<file path="src/rtl/upp_tx_pkg.sv">
// Shared types and default constants for the uPP transmit sequencer.
package upp_tx_pkg;

    typedef enum logic [2:0] {
        ST_IDLE,
        ST_ARM,
        ST_READ,
        ST_GPIO0,
        ST_GAP
    } state_e;

    localparam int DEF_DATA_W           = 16;
    localparam int DEF_USEDW_W          = 9;
    localparam int DEF_N_CH             = 2;
    localparam int DEF_LINE_LEN         = 256;
    localparam int DEF_THRESHOLD        = 256;
    localparam int DEF_LINES_PER_FRAME  = 0;
    localparam int DEF_START_EVERY_LINE = 0;
    localparam int DEF_CHECK_GPIO5      = 100;
    localparam int DEF_BETWEEN_FRAMES   = 100;
    localparam int DEF_PAD_WORD         = 0;
    localparam int LINE_CNT_W           = 16;

    // Channel-select width; a single channel still needs one bit.
    function automatic int ch_width(input int n);
        return (n > 1) ? $clog2(n) : 1;
    endfunction

    function automatic int max2(input int a, input int b);
        return (a > b) ? a : b;
    endfunction

endpackage

</file>
<file path="src/rtl/upp_ch_mux.sv">
// Channel mux: picks empty/usedw/data of the selected FIFO and turns a
// single read enable into the one-hot read request vector.
module upp_ch_mux
    import upp_tx_pkg::*;
#(
    parameter int DATA_W  = DEF_DATA_W,
    parameter int USEDW_W = DEF_USEDW_W,
    parameter int N_CH    = DEF_N_CH,
    parameter int CH_W    = ch_width(DEF_N_CH)
) (
    input  logic [CH_W-1:0]         sel_i,
    input  logic                    rd_en_i,
    input  logic [N_CH-1:0]         empty_i,
    input  logic [N_CH*USEDW_W-1:0] usedw_i,
    input  logic [N_CH*DATA_W-1:0]  data_i,
    output logic                    empty_o,
    output logic [USEDW_W-1:0]      usedw_o,
    output logic [DATA_W-1:0]       data_o,
    output logic [N_CH-1:0]         rd_req_o
);

    logic [USEDW_W-1:0] usedw_arr [N_CH];
    logic [DATA_W-1:0]  data_arr  [N_CH];

    genvar gi;
    generate
        for (gi = 0; gi < N_CH; gi++) begin : g_ch
            assign usedw_arr[gi] = usedw_i[gi*USEDW_W +: USEDW_W];
            assign data_arr[gi]  = data_i[gi*DATA_W +: DATA_W];
            assign rd_req_o[gi]  = rd_en_i && (sel_i == CH_W'(gi));
        end
    endgenerate

    // Select the status and data of the latched channel; an unmatched
    // select looks like an empty FIFO so nothing is ever read from it.
    always_comb begin
        empty_o = 1'b1;
        usedw_o = '0;
        data_o  = '0;
        for (int i = 0; i < N_CH; i++) begin
            if (sel_i == CH_W'(i)) begin
                empty_o = empty_i[i];
                usedw_o = usedw_arr[i];
                data_o  = data_arr[i];
            end
        end
    end

endmodule

</file>
<file path="src/rtl/upp_tx_sequencer.sv">
// uPP transmit sequencer: drains one selected show-ahead FIFO onto the uPP
// bus in fixed-length lines, runs the GPIO5/GPIO0 frame handshake, pads a
// flushed partial line and flags underruns or illegal channel requests.
module upp_tx_sequencer
    import upp_tx_pkg::*;
#(
    parameter int DATA_W           = DEF_DATA_W,
    parameter int USEDW_W          = DEF_USEDW_W,
    parameter int N_CH             = DEF_N_CH,
    parameter int LINE_LEN         = DEF_LINE_LEN,
    parameter int THRESHOLD        = DEF_THRESHOLD,
    parameter int LINES_PER_FRAME  = DEF_LINES_PER_FRAME,
    parameter int START_EVERY_LINE = DEF_START_EVERY_LINE,
    parameter int CHECK_GPIO5      = DEF_CHECK_GPIO5,
    parameter int BETWEEN_FRAMES   = DEF_BETWEEN_FRAMES,
    parameter logic [DATA_W-1:0] PAD_WORD = DATA_W'(DEF_PAD_WORD),
    localparam int CH_W            = ch_width(N_CH)
) (
    input  logic                    iCLK,
    input  logic                    iRST_N,
    input  logic                    iGPIO5,
    input  logic [CH_W-1:0]         iSEL_CHANNEL,
    input  logic                    iWAIT,
    input  logic                    iFLUSH,
    input  logic [N_CH-1:0]         iEMPTY,
    input  logic [N_CH*USEDW_W-1:0] iUSEDW,
    input  logic [N_CH*DATA_W-1:0]  iFIFO_OUT,
    output logic [N_CH-1:0]         oRD_REQ,
    output logic [DATA_W-1:0]       oDATA_UPP,
    output logic                    oENA,
    output logic                    oSTART,
    output logic                    oGPIO_0,
    output logic [CH_W-1:0]         oSEL_CHANNEL,
    output logic                    oERR,
    output logic                    oBUSY
);

    localparam int WC_W  = $clog2(LINE_LEN);
    localparam int TMR_W = $clog2(max2(CHECK_GPIO5, BETWEEN_FRAMES) + 1);
    localparam logic [WC_W-1:0]  WC_LAST   = WC_W'(LINE_LEN - 1);
    localparam logic [TMR_W-1:0] STIM_LAST = TMR_W'(CHECK_GPIO5 - 1);
    localparam logic [TMR_W-1:0] GAP_LAST  = TMR_W'(BETWEEN_FRAMES - 1);

    state_e                  state_q, state_d;
    logic [CH_W-1:0]         sel_q, sel_d;
    logic                    err_q, err_d;
    logic                    flush_q, flush_d;
    logic [WC_W-1:0]         word_cnt_q, word_cnt_d;
    logic [LINE_CNT_W-1:0]   line_cnt_q, line_cnt_d;
    logic [TMR_W-1:0]        tmr_q, tmr_d;
    logic [DATA_W-1:0]       data_q, data_d;
    logic                    ena_q, ena_d;
    logic                    start_q, start_d;

    logic                    empty_sel;
    logic [USEDW_W-1:0]      usedw_sel;
    logic [DATA_W-1:0]       data_sel;
    logic                    rd_en;
    logic                    emit;
    logic                    chan_ok;
    logic                    frame_full;

    // A read happens only while actively draining and the receiver is not pausing.
    assign rd_en      = (state_q == ST_READ) && !iWAIT && !empty_sel;
    assign chan_ok    = int'(iSEL_CHANNEL) < N_CH;
    assign frame_full = (LINES_PER_FRAME != 0) &&
                        (({1'b0, line_cnt_q} + 17'd1) == 17'(LINES_PER_FRAME));

    upp_ch_mux #(
        .DATA_W  (DATA_W),
        .USEDW_W (USEDW_W),
        .N_CH    (N_CH),
        .CH_W    (CH_W)
    ) u_mux (
        .sel_i    (sel_q),
        .rd_en_i  (rd_en),
        .empty_i  (iEMPTY),
        .usedw_i  (iUSEDW),
        .data_i   (iFIFO_OUT),
        .empty_o  (empty_sel),
        .usedw_o  (usedw_sel),
        .data_o   (data_sel),
        .rd_req_o (oRD_REQ)
    );

    // Frame/line sequencing and the registered uPP output word.
    always_comb begin
        state_d    = state_q;
        sel_d      = sel_q;
        err_d      = err_q;
        flush_d    = flush_q;
        word_cnt_d = word_cnt_q;
        line_cnt_d = line_cnt_q;
        tmr_d      = tmr_q;
        data_d     = data_q;
        ena_d      = 1'b0;
        start_d    = 1'b0;
        emit       = 1'b0;

        if ((state_q == ST_ARM || state_q == ST_READ) && iFLUSH) begin
            flush_d = 1'b1;
        end

        case (state_q)
            ST_IDLE: begin
                if (iGPIO5) begin
                    line_cnt_d = '0;
                    state_d    = ST_ARM;
                    if (chan_ok) begin
                        sel_d = iSEL_CHANNEL;
                        err_d = 1'b0;
                    end else begin
                        sel_d = '0;
                        err_d = 1'b1;
                    end
                end
            end
            ST_ARM: begin
                if (usedw_sel >= USEDW_W'(THRESHOLD) || (flush_q && !empty_sel)) begin
                    state_d    = ST_READ;
                    word_cnt_d = '0;
                end else if (flush_q && empty_sel) begin
                    state_d = ST_GPIO0;
                    tmr_d   = '0;
                end
            end
            ST_READ: begin
                if (!iWAIT) begin
                    if (!empty_sel) begin
                        emit   = 1'b1;
                        data_d = data_sel;
                    end else if (flush_q) begin
                        emit   = 1'b1;
                        data_d = PAD_WORD;
                    end else begin
                        err_d = 1'b1;
                    end
                    if (emit) begin
                        ena_d   = 1'b1;
                        start_d = (word_cnt_q == '0) &&
                                  ((START_EVERY_LINE != 0) || (line_cnt_q == '0));
                        if (word_cnt_q == WC_LAST) begin
                            line_cnt_d = (line_cnt_q == '1) ? line_cnt_q : line_cnt_q + 1'b1;
                            if (frame_full) begin
                                state_d = ST_GPIO0;
                                tmr_d   = '0;
                            end else begin
                                state_d = ST_ARM;
                            end
                        end else begin
                            word_cnt_d = word_cnt_q + WC_W'(1);
                        end
                    end
                end
            end
            ST_GPIO0: begin
                if (iGPIO5) begin
                    if (tmr_q == STIM_LAST) begin
                        tmr_d  = '0;
                        ena_d  = 1'b1;
                        data_d = PAD_WORD;
                    end else begin
                        tmr_d = tmr_q + TMR_W'(1);
                    end
                end else begin
                    state_d = ST_GAP;
                    tmr_d   = '0;
                end
            end
            ST_GAP: begin
                flush_d = 1'b0;
                if (tmr_q == GAP_LAST) begin
                    state_d = ST_IDLE;
                end else begin
                    tmr_d = tmr_q + TMR_W'(1);
                end
            end
            default: state_d = ST_IDLE;
        endcase
    end

    // State and output registers; reset drops any line in progress.
    always_ff @(posedge iCLK or negedge iRST_N) begin
        if (!iRST_N) begin
            state_q    <= ST_IDLE;
            sel_q      <= '0;
            err_q      <= 1'b0;
            flush_q    <= 1'b0;
            word_cnt_q <= '0;
            line_cnt_q <= '0;
            tmr_q      <= '0;
            data_q     <= '0;
            ena_q      <= 1'b0;
            start_q    <= 1'b0;
        end else begin
            state_q    <= state_d;
            sel_q      <= sel_d;
            err_q      <= err_d;
            flush_q    <= flush_d;
            word_cnt_q <= word_cnt_d;
            line_cnt_q <= line_cnt_d;
            tmr_q      <= tmr_d;
            data_q     <= data_d;
            ena_q      <= ena_d;
            start_q    <= start_d;
        end
    end

    assign oDATA_UPP    = data_q;
    assign oENA         = ena_q;
    assign oSTART       = start_q;
    assign oGPIO_0      = (state_q == ST_GPIO0);
    assign oSEL_CHANNEL = sel_q;
    assign oERR         = err_q;
    assign oBUSY        = (state_q != ST_IDLE);

endmodule

</file>
<file path="config.mk">
export PLATFORM = sky130hd
export DESIGN_NAME = upp_tx_sequencer
export DESIGN_NICKNAME = d
export VERILOG_FILES = /design/src/rtl/upp_tx_pkg.sv /design/src/rtl/upp_ch_mux.sv /design/src/rtl/upp_tx_sequencer.sv
export SDC_FILE = /design/constraint.sdc
export NUM_CORES = 1
export LEC_CHECK = 0
export ABC_AREA = 1
export ABC_CLOCK_PERIOD_IN_PS = 2450
export CORE_UTILIZATION = 30
export CTS_BUF_LIST = sky130_fd_sc_hd__clkbuf_4 sky130_fd_sc_hd__clkbuf_8 sky130_fd_sc_hd__clkbuf_16
export CTS_CLUSTER_SIZE = 8
export DETAILED_ROUTE_END_ITERATION = 10
export PLACE_DENSITY_LB_ADDON = 0.2
export SETUP_SLACK_MARGIN = 0.4
export SYNTH_ARGS = -nofsm -noshare
export SYNTH_HDL_FRONTEND = slang
export SYNTH_SLANG_ARGS = --single-unit
</file>
<file path="constraint.sdc">
create_clock -name iCLK -period 2.45 [get_ports iCLK]
set_input_delay 0.49 -clock iCLK [delete_from_list [all_inputs] [get_ports iCLK]]
set_output_delay 0.49 -clock iCLK [all_outputs]
set_load 0.02 [all_outputs]
</file>
Word-level counts from Yosys, hierarchy flattened
Cells that the tools add are included.
{"block": "totals", "ff_bits": 55, "input_bits": 58, "output_inout_bits": 24, "word_cells": 122}
{"block": "classes", "n_addsub": 3, "magnitude_cmp": 1, "n_eq_ne": 25, "mux": 54, "bitwise_logic": 1, "reduce_logical": 28}
{"op": "$mux 16", "count": 11}
{"op": "$pmux 16 s2", "count": 2}
{"op": "$mux 7", "count": 5}
{"op": "$mux 8", "count": 4}
{"op": "$mux 3", "count": 8}
{"op": "$ne 2x2->1 const B", "count": 11}
{"op": "$pmux 7 s3", "count": 1}
{"op": "$mux 1", "count": 18}
{"op": "$add 16x1->16 const B", "count": 1}
{"op": "$eq 16x16->1 const B", "count": 1}
{"op": "$logic_not 16->1", "count": 1}
{"op": "$pmux 8 s2", "count": 1}
{"op": "$pmux 3 s5", "count": 1}
{"op": "$reduce_and 5->1", "count": 3}
{"op": "$ne 2x1->1 const B", "count": 5}
{"op": "$ge 9x9->1 const B", "count": 1}
{"op": "$mux 9", "count": 1}
{"op": "$add 8x1->8 const B", "count": 1}
{"op": "$eq 8x8->1 const B", "count": 1}
{"op": "$logic_and 1x1->1", "count": 8}
{"op": "$logic_not 8->1", "count": 1}
{"op": "$reduce_bool 2->1", "count": 4}
{"op": "$add 7x1->7 const B", "count": 1}
{"op": "$eq 7x7->1 const B", "count": 1}
{"op": "other kinds (15)", "count": 20}

Longest topological paths before layout
Gate-level depths: netlist of the first run.
{"block": "depth", "word_depth": 7, "depth_mapped": 11}

Cells and area by module
From an unflattened synthesis of the first run, not the netlist that was laid out.
{"block": "unflattened", "hier_cells": 532, "area_unflattened_um2": 3554.7}
{"module": "upp_tx_sequencer", "n_inst": 1, "cells_per_inst": 444, "area_per_inst_um2": 3181.8}
{"module": "upp_ch_mux", "n_inst": 1, "cells_per_inst": 88, "area_per_inst_um2": 372.9}

Least setup slack after synthesis of the first run
Ideal clock, no wire load.
{"block": "synth_timing", "path_type": "flip-flop to output port", "from": "reg sel_q, in the netlist oSEL_CHANNEL", "to": "out oRD_REQ[0]", "arrival_ns": 1.599, "slack_ns": 0.361, "path_stages_with_launch": 4, "cell_sequence": "dfrtp_1 -> buf_2 -> buf_1 -> nor4_1"}
{"block": "synth_between", "elab_chain_cells": 4}
{"element": "start: declaration", "line_no": "upp_tx_sequencer.sv:45", "text": "logic [CH_W-1:0] sel_q, sel_d;"}
{"element": "start signal: assignment", "line_no": "upp_tx_sequencer.sv:197", "text": "sel_q <= sel_d;"}
{"element": "$mux 1", "line_no": "upp_ch_mux.sv:41", "text": "if (sel_i == CH_W'(i)) begin"}
{"element": "$logic_not 1->1"}
{"element": "$logic_and 1x1->1", "line_no": "upp_tx_sequencer.sv:64", "text": "assign rd_en = (state_q == ST_READ) && !iWAIT && !empty_sel;"}
{"element": "$logic_and 1x1->1 *", "line_no": "upp_ch_mux.sv:30", "text": "assign rd_req_o[gi] = rd_en_i && (sel_i == CH_W'(gi));"}
{"element": "end: declaration", "line_no": "upp_tx_sequencer.sv:28", "text": "output logic [N_CH-1:0] oRD_REQ,"}
Every way passes the cells marked *; elsewhere a longest branch is shown, timed or not.

Worst setup path in the final report of the first run
{"block": "layout_timing", "from": "in iEMPTY[0]", "to": "out oRD_REQ[0]"}
{"block": "layout_between", "elab_chain_cells": 4}
{"element": "start: declaration", "line_no": "upp_tx_sequencer.sv:25", "text": "input logic [N_CH-1:0] iEMPTY,"}
{"element": "$mux 1", "line_no": "upp_ch_mux.sv:41"}
{"element": "$logic_not 1->1"}
{"element": "$logic_and 1x1->1", "line_no": "upp_tx_sequencer.sv:64"}
{"element": "$logic_and 1x1->1", "line_no": "upp_ch_mux.sv:30"}
Every way passes these cells.

==> results.md, run 1 <==
* Startpoint of the worst register-to-register path: state_q[0]$_DFFE_PN0P_
* Post-route DRC at 0
* Fmax at 0.4915 GHz
* H-tree Lvls at 2
* R2r endpoint: word_cnt_q[0]$_DFFE_PN0P_
* Post-DP HPWL at 6.933 mm
* Synthesized Nets at 598
* Seq/Total Area, Yosys at 38.94%
* DR vias at 3541
* Number of global-route vias before repair at 3529
* Setup-failing EPs final at 0
* Boundary Pins at 82
* GRT Overall Usage at 15.82%
* Pin count of the biggest net entering global routing at 28
* Min-delay worst type: input port to async pin
* Cell taking the most area after synthesis: dfrtp_1
* Async SR Flop Fraction at 100.0%
* Starting Density at 30.82%
* Vias per cell at 4.709
* First-pass GRT wire length at 16.29 mm
* Area grow syn2layout at 29.10%
* Pwr/cell area at 393.2 nW/µm²
* CP Class: input port to output port
* CTS Buf Count at 5
* Core Area at 11470 µm²
* CTS tree: built
* Post-Syn Area at 3535 µm²
* Max Cap Viol at 0
* Cell Rows at 39
* CTS sink cnt at 55
* Routed length per instance at 12.54 µm
* Routed Antenna Nets at 0
* Die height at 110.5 µm
* Worst Path Max Fanout at 3
* R2R setup slack at 590 ps
* Synth top area share at 38.94%
* Clk Latency, worst-skew pair at 290 ps
* Port Buffers at 65
* Most common library cells after synthesis: nand2_1, nand3_1, dfrtp_1, nor2_1, inv_1
* Final #Nets at 671
* Yosys cell types at 27
* Final period util at 83.04%
* Reg2reg path depth at 10
* Root Buffer: clkbuf_16
* Die Width at 110.5 µm
* Clock buffer depth at 2
* Iteration-0 DRC Markers at 183
* Arrival time at the worst endpoint at 1540 ps
* Total power at 0.001794 W
* Routed Wire Length at 9.430 mm
* Clock skew at 10.61 ps
* Syn avg cell area at 6.607 µm²
* Tmin final at 2035 ps
* Status: finished, final reports clean
* Die area at 12220 µm²
* Pleak at 2.238 nW
* Flops & latches, synth at 55
* Relative slew slack at 62.04%
* Initial antenna violation count at 0
* Drt pass-1 iters at 5
* Final hold violation count at 0
* Top cells by area, synth: dfrtp_1, nand2_1, nand3_1, nor2_1, inv_1
* Slew @ Worst Pin at 569.5 ps
* CP Launch Type: input port
* Unrepaired setup endpoints after global routing: yes
* Global route total overflow at 0
* Placer Congestion at 0.8473
* Critical Path Start: iEMPTY[0]
* Most numerous cell in the Yosys netlist: nand2_1
* Setup TNS at 0 ps
* Peak supply drop at 0.2608 mV
* Max-slew violations at 0
* EDFF count, synth at 0
* Clock-pin slew on the worst setup and hold paths at 60 ps
* # diodes at 0
* Synth Flop Type: dfrtp_1
* Worst EP required at 1960 ps
* Cells after Synth at 535
* Ys Warns at 0
* Worst Setup End Kind: output port
* Layout cells sized above 1 at 8.867%
how the worst max path moves through the flow:
stage,end,slack [ps],cells after the start
floorplan,oRD_REQ[0],360,3
CTS,oRD_REQ[1],270,5
finish,oRD_REQ[0],420,5
detailed placement,oRD_REQ[1],-90,3
global placement,oRD_REQ[0],-70,3
global route,oRD_REQ[0],350,5
critical path: stages:
cell             delay (ps)
clkdlybuf4s50_1         400
nand2_1                  90
nand2_1                 120
nor4_2                  230
buf_4                   210
cells by family after synthesis:
logic type | count (synthesis) | synth area share (%)
adders and majority gates | 5 | 1.770
and+or+nand+nor | 397 | 48.21
DFF | 55 | 38.94
buffers and inverters | 56 | 6.903
xor gates and xnor gates | 8 | 1.982
AOI/OAI and AO/OA | 14 | 2.195
where the power goes:
part	total, W	switching (W)	internal (W)
Combinational	0.000161	0.0000746	0.0000861
Sequential	0.000913	0.00000375	0.000909
Clock	0.000720	0.000319	0.000401
cell usage in the layout, fill, tap and decap left out:
cell,n
nand3_4,1
nand2_2,5
dlygate4sd2_1,2
buf_4,12
inv_2,7
dfrtp_1,53
nand3_2,3
o21ai_1,2
buf_12,2
o21ai_0,4
inv_1,36
nor2_2,4
nand2_1,238
xor2_1,6
nor3_1,4
nor3b_1,3
nand4_2,1
clkbuf_4,2
buf_2,1
buf_6,1
nor2_4,3
nor2_1,55
clkbuf_2,2
dfrtp_2,2
o21bai_1,3
clkdlybuf4s50_1,59
nand3_1,65
nand4_1,10
nor2b_1,1
xnor2_1,2
clkbuf_16,5
nor4_1,2
clkinv_2,1
a21oi_1,5
ha_1,5
nor4_2,2
registers in the layout (all words and copies together), names as in the netlist:
signal,cells
word_cnt_q,8
line_cnt_q,16
oSEL_CHANNEL,1
oENA,1
oSTART,1
state_q,3
flush_q,1
oERR,1
oDATA_UPP,16
tmr_q,7
layout make-up:
type	instances	area, µm²
Sequential cell	55	1379
Timing Repair Buffer	79	764.5
Inverter	43	161.4
Clock inverter	1	5.005
Tap cell	143	178.9
Fill cell	1190	6904
Clock buffer	7	140.1
Multi-Input combinational cell	424	1934
through the flow:
stage / setup slack (ps) / instances / hold WS (ps) / area (µm²) / utilization, %
4_1_cts: 267.5 / 751 / 217.7 / 4538 / 39.57
2_1_floorplan: 361.1 / 535 / 194.4 / 3535 / -
3_3_place_gp: -66.19 / 743 / 489.5 / 4387 / 38.25
5_1_grt: 353.1 / 752 / 248.1 / 4563 / 39.79
3_5_place_dp: -92.11 / 743 / 492.2 / 4387 / 38.25
6_report: 415.4 / 752 / 193.9 / 4563 / 39.79
metal layers:
layer | wire, µm | vias up | GRT usage [%]
met5 | 0 | - | 0
met4 | 77 | 0 | 4.444
met3 | 525 | 7 | 3.074
met2 | 4285 | 84 | 26.29
met1 | 4541 | 1618 | 20.88
li1 | - | 1832 | -
what timing repair did:
item,CTS,global route
hold buffers,0,0
buffers inserted,0,1
gates resized for setup,12,9
pin swaps,0,1
endpoints found under the hold margin,0,0
endpoints found under the setup margin,4,29
Power figures use the tool's default switching activity.
==> run 2, diff against run 1 <==
--- a/config.mk
+++ b/config.mk
@@ -6,7 +6,7 @@
 export NUM_CORES = 1
 export LEC_CHECK = 0
 export ABC_AREA = 1
-export ABC_CLOCK_PERIOD_IN_PS = 2450
+export ABC_CLOCK_PERIOD_IN_PS = 1900
 export CORE_UTILIZATION = 30
 export CTS_BUF_LIST = sky130_fd_sc_hd__clkbuf_4 sky130_fd_sc_hd__clkbuf_8 sky130_fd_sc_hd__clkbuf_16
 export CTS_CLUSTER_SIZE = 8
==> constraint.sdc (replaced) <==
create_clock -name iCLK -period 1.9 [get_ports iCLK]
set_input_delay 0.38 -clock iCLK [delete_from_list [all_inputs] [get_ports iCLK]]
set_output_delay 0.38 -clock iCLK [all_outputs]
set_load 0.02 [all_outputs]
==> run 2 against run 1 <==
  * Sequential power increased by 29%
  * Combinational power increased by 66%
  * Sequential share of layout area decreased by 6.4 points
  * Critical endpoint unchanged
  * Critical path depth decreased by 1
  * Largest cell class unchanged
  * Largest power group is now clock
==> results.md, run 2 (synthesis results as in run 1) <==
* H-tree Lvls at 2
* Clock-pin slew on the worst setup and hold paths at 70 ps
* Fill cell count at 1063
* CP top delay family: flip-flops
* Final hold violation count at 0
* Starting Density at 30.82%
* Slowest cell on crit path: dfrtp_2
* Routed length per instance at 14.00 µm
* Buf/Inv on CP at 1
* Hold WS at 501.8 ps
* Pwr/cell area at 458.9 nW/µm²
* Final #Nets at 731
* Die area at 12220 µm²
* Post-DP HPWL at 6.871 mm
* Post-route DRC at 0
* Routed Wire Length at 11.37 mm
* Arrival time at the worst endpoint at 1360 ps
* DR vias at 3937
* Drt pass-1 iters at 4
* Worst Path Max Fanout at 3
* Fmax at 0.5745 GHz
* CP Launch Type: flop
* Tmin final at 1741 ps
* Boundary Pins at 82
* Min-delay worst type: flop to flop
* Core Area at 11470 µm²
* Final period util at 91.61%
* Met1 Use GR at 22.38%
* Max Cap Viol at 0
* Relative slew slack at 77.83%
* CTS Buf Count at 5
* Final non-filler cell total at 812
* Port Buffers at 65
* Iteration-0 DRC Markers at 151
* Setup slack after layout at 159.4 ps
* Peak supply drop at 0.2937 mV
* GRT Overall Usage at 18.22%
* Worst path cell trace: nand2_2, nand2_4, nor4_4, buf_4
* Number of global-route vias before repair at 3820
* Max-slew violations at 0
* Layout Utilization at 50.44%
* Pre-CTS WS at -296.1 ps
* Placed cells at 754
* Unrepaired setup endpoints after global routing: yes
* Pin count of the biggest net entering global routing at 47
* CP Class: flop to output port
* Global route total overflow at 0
* CTS sink cnt at 55
* Pleak at 2.900 nW
* Most common cell after layout, fill and taps aside: nand2_1
* Delay of the slowest cell on the worst path at 450 ps
* Met3 GRT Util at 3.842%
* Vias per cell at 4.849
* # diodes at 0
* Clock buffer depth at 2
* Setup-failing EPs final at 0
* Layout cells sized above 1 at 30.79%
* Routed Antenna Nets at 0
* Status: finished, final reports clean
* Clk Latency, worst-skew pair at 300 ps
* Root Buffer: clkbuf_16
* Cell Rows at 39
* Grt met2 use at 31.39%
* Die Width at 110.5 µm
* CTS tree: built
* Most frequent cells in the layout: nand2_1, dfrtp_1, nor2_1
* First-pass GRT wire length at 18.29 mm
* Worst EP required at 1520 ps
* GRT busiest layer: met2
* Die height at 110.5 µm
* Placer Congestion at 0.8551
* Initial antenna violation count at 0
* Clock skew at 5.028 ps
* Worst Setup End Kind: output port
* Slew @ Worst Pin at 331.4 ps
* Area grow syn2layout at 63.65%
-- run 2: changes by cell type in the layout (fill, tap and decap cells not counted), sizes merged, moves of 2 or more --
| cell | change |
|---|---|
| clkbuf | -2 |
| bufinv | +2 |
| dlygate4sd2 | +18 |
| nand2 | +2 |
| buf | +58 |
| dlymetal6s2s | +2 |
| bufbuf | +2 |
| clkdlybuf4s50 | -22 |
-- run 2: layout make-up --
class | count | area, µm² | share of cell area (%)
clock buffer | 6 | 132.6 | 2.293
inverter | 43 | 166.4 | 2.877
sequential | 55 | 1380 | 23.86
tap | 143 | 178.9 | 3.093
clock inverter | 2 | 60.06 | 1.038
multi-input combinational | 426 | 2437 | 42.14
timing repair buffer | 137 | 1429 | 24.70
-- run 2: worst min-delay path, stage by stage (launching register included) --
cell and delay (ps):
dfrtp_1 340, nand3_1 70, nand2_1 60
-- run 2: what timing repair did --
item                       4_1_cts  5_1_grt
resized for setup              147       57
pin swaps                       43       40
gates cloned                     6        0
buffers inserted                30       13
hold buffers                     1        0
setup endpoints to repair       75       59
hold endpoints to repair         9        0
-- run 2: where the power goes --
group	leakage, nW	switching (W)	internal [W]
registers	0.740	0.00000300	0.00117
logic	2.07	0.000127	0.000140
clock network	0.0945	0.000441	0.000771
total	2.90	0.000571	0.00208
-- run 2: through the flow --
| stage | setup TNS, ps | area [µm²] | power [W] |
|---|---|---|---|
| 4_1_cts | 0 | 5492 | 0.002666 |
| 3_5_place_dp | -5783 | 4528 | 0.001417 |
| 6_report | 0 | 5784 | 0.002654 |
| 5_1_grt | 0 | 5784 | 0.002744 |
| 2_1_floorplan | 0 | 3603 | 0.001266 |
| 3_3_place_gp | -4367 | 4528 | 0.001417 |
-- run 2: final timing paths --
path	from	slack, ps	depth (start not counted)	end
setup reg to reg	oSEL_CHANNEL$_DFFE_PN0P_	170	12	word_cnt_q[6]$_DFFE_PN0P_
hold reg to reg	oDATA_UPP[6]$_DFFE_PN0P_	500	2	oDATA_UPP[6]$_DFFE_PN0P_
hold / removal	oDATA_UPP[6]$_DFFE_PN0P_	500	2	oDATA_UPP[6]$_DFFE_PN0P_
min in group asynchronous	iRST_N	550	2	oERR$_DFFE_PN0P_
max in group asynchronous	iRST_N	810	3	line_cnt_q[7]$_DFFE_PN0P_
setup / recovery	oSEL_CHANNEL$_DFFE_PN0P_	160	4	oRD_REQ[0]
-- run 2: routing by layer --
layer  wire (µm)  up-vias  share of wire, %
met2        5599      134                49
met1        4833     1804                42
met3         607       35               5.3
li1            -     1964                 -
met4         331        0               2.9
met5           0        -                 0
==> run 3, diff against run 2 <==
--- a/config.mk
+++ b/config.mk
@@ -7,11 +7,13 @@
 export LEC_CHECK = 0
 export ABC_AREA = 1
 export ABC_CLOCK_PERIOD_IN_PS = 1900
+export CAP_MARGIN = 0
 export CORE_UTILIZATION = 30
 export CTS_BUF_LIST = sky130_fd_sc_hd__clkbuf_4 sky130_fd_sc_hd__clkbuf_8 sky130_fd_sc_hd__clkbuf_16
 export CTS_CLUSTER_SIZE = 8
 export DETAILED_ROUTE_END_ITERATION = 10
 export PLACE_DENSITY_LB_ADDON = 0.2
+export RECOVER_POWER = 100
 export SETUP_SLACK_MARGIN = 0.4
 export SYNTH_ARGS = -nofsm -noshare
 export SYNTH_HDL_FRONTEND = slang
==> run 3 against run 2 <==
  * Total power is 0.14% lower
  * Highest routed layer unchanged
  * Clock skew hardly changed
  * Via count is 0.33% lower
  * Sequential share of layout area is 0.23 points higher
  * First-iteration DRC count is 21% higher
  * Flip-flop and latch count stayed put
  * Largest power group unchanged
  * Clock-buffer cell count stayed put
  * Global-route usage stayed put
  * Sequential power hardly changed
  * Utilization is 0.48 points lower
  * Routed wire length hardly changed
  * Critical path depth is 8 higher
==> results.md, run 3 (synthesis results as in run 1) <==
* Status: finished, final reports clean
* Port Buffers at 65
* Routed length per instance at 14.01 µm
* Clock skew at 4.983 ps
* Met2 wire len at 5.626 mm
* Die height at 110.5 µm
* H-tree Lvls at 2
* Final period util at 92.31%
* Clock-pin slew on the worst setup and hold paths at 70 ps
* Worst Path Max Fanout at 8
* Startpoint of the worst register-to-register path: state_q[2]$_DFFE_PN0P_
* Net switching power at 0.0005675 W
* Sw frac at 21.41%
* Starting Density at 30.82%
* Global route total overflow at 0
* Total power at 0.002650 W
* Hold WS at 501.4 ps
* GRT Overall Usage at 18.22%
* Initial antenna violation count at 0
* Number of global-route vias before repair at 3820
* Slowest cell on crit path: dfrtp_1
* Die Width at 110.5 µm
* Routed Antenna Nets at 0
* Worst EP required at 2090 ps
* Layout Utilization at 49.96%
* Met3 WL at 578 µm
* Most frequent CP cell: nand2_1
* Clk pwr share at 45.6%
* Pin count of the biggest net entering global routing at 47
* Setup TNS at 0 ps
* CP Class: flop to flop
* Iteration-0 DRC Markers at 182
* Pwr/cell area at 462.6 nW/µm²
* Boundary Pins at 82
* Min-delay worst type: flop to flop
* Buf/Inv on CP at 6
* CTS tree: built
* Delay of the slowest cell on the worst path at 390 ps
* CP top delay family: buffers and inverters
* Vias per cell at 4.833
* Most common cell after layout, fill and taps aside: nand2_1
* Internal power at 0.002083 W
* Max Used Layer: met4
* Fill cell count at 1075
* Layout cells sized above 1 at 28.40%
* Clock buffer depth at 2
* Routed Wire Length at 11.38 mm
* Placer Congestion at 0.8551
* Most frequent cells in the layout: nand2_1, dfrtp_1, nor2_1
* Unrepaired setup endpoints after global routing: yes
* CTS sink cnt at 55
* Area grow syn2layout at 62.09%
* Root Buffer: clkbuf_16
* Core Area at 11470 µm²
* Post-DP HPWL at 6.871 mm
* Clk Latency, worst-skew pair at 300 ps
* Setup-failing EPs final at 0
* Relative slew slack at 57.28%
* Worst path cell trace: inv_1, nand3_4, buf_6, buf_12, nand2_1, inv_4, nor2_4, buf_6, nand3_4, buf_12, nand2_1, nand2_1
* Post-route DRC at 0
* Critical Path Start: state_q[2]$_DFFE_PN0P_
* Die area at 12220 µm²
* Final hold violation count at 0
* Fmax at 0.5702 GHz
* # diodes at 0
* Multi-input logic area at 2400 µm²
* DR vias at 3924
* Arrival time at the worst endpoint at 1940 ps
* Comb power frac at 10.0%
* Max-slew violations at 0
* Flop pwr share at 44.3%
* CP Launch Type: flop
* Drt pass-1 iters at 5
* Worst Setup End Kind: flop
* Cell Rows at 39
* Peak supply drop at 0.2925 mV
* Max Cap Viol at 0
* Pleak at 2.886 nW
* Slew @ Worst Pin at 640.9 ps
* CTS Buf Count at 5
* Hold path start: oDATA_UPP[6]$_DFFE_PN0P_
* Met1 Routed Length at 4.868 mm
* Tmin final at 1754 ps
* Final #Nets at 731
* Reg area at 1380 µm²
* First-pass GRT wire length at 18.29 mm
[run 3: changes by cell type in the layout (fill, tap and decap cells not counted), moves of 2 or more]
| cell | previous run | this run |
|---|---|---|
| clkbuf_1 | 0 | 2 |
| inv_2 | 8 | 5 |
| inv_1 | 33 | 36 |
| nand2_1 | 177 | 188 |
| nand2_2 | 48 | 38 |
[run 3: final cells by class]
class                           instances  area share (%)
Multi-Input combinational cell        426           41.89
Clock inverter                          2           1.048
Sequential cell                        55           24.09
Timing Repair Buffer                  137           24.63
Tap cell                              143           3.123
Inverter                               43           2.905
Clock buffer                            6           2.315
[run 3: stage by stage]
step                setup slack, ps  cells  area (µm²)
floorplan                     276.5    535        3603
global placement             -320.4    754        4528
detailed placement           -296.1    754        4528
CTS                           168.0    799        5492
global route                  65.89    812        5729
finish                        146.1    812        5729
[run 3: tightest hold or removal path: cells and delay by family, from the launching register on]
kind,cells,cell delay [ps]
simple gates,2,130
flops,1,340
[run 3: per-layer routing]
layer  vias to the layer above  GRT usage (%)
li1                       1962              -
met1                      1811          22.38
met2                       121          31.39
met3                        30          3.842
met4                         0          6.489
met5                         -              0
[run 3: final timing paths]
check,endpoint,slack (ps),cells past startpoint
worst max-delay path,line_cnt_q[10]$_DFFE_PN0P_,150,12
worst min-delay path,oDATA_UPP[6]$_DFFE_PN0P_,500,2
worst max register to register,line_cnt_q[10]$_DFFE_PN0P_,150,12
worst min register to register,oDATA_UPP[6]$_DFFE_PN0P_,500,2
max in group asynchronous,line_cnt_q[7]$_DFFE_PN0P_,540,3
min in group asynchronous,oERR$_DFFE_PN0P_,670,2
[run 3: what timing repair did]
item                                   4_1_cts  5_1_grt
buffers inserted                            30       13
hold buffers                                 1        0
cloned                                       6        0
setup endpoints to repair                   75       59
endpoints found under the hold margin        9        0
gates resized for setup                    147       57
pin swaps                                   43       40
[run 3: power by group through the flow]
stage	logic, W	registers, W	clock network (W)
6_report	0.000266	0.00118	0.00121
2_1_floorplan	0.0000651	0.00120	0
4_1_cts	0.000247	0.00118	0.00124
3_5_place_dp	0.000217	0.00120	0
3_3_place_gp	0.000217	0.00120	0
5_1_grt	0.000290	0.00118	0.00128
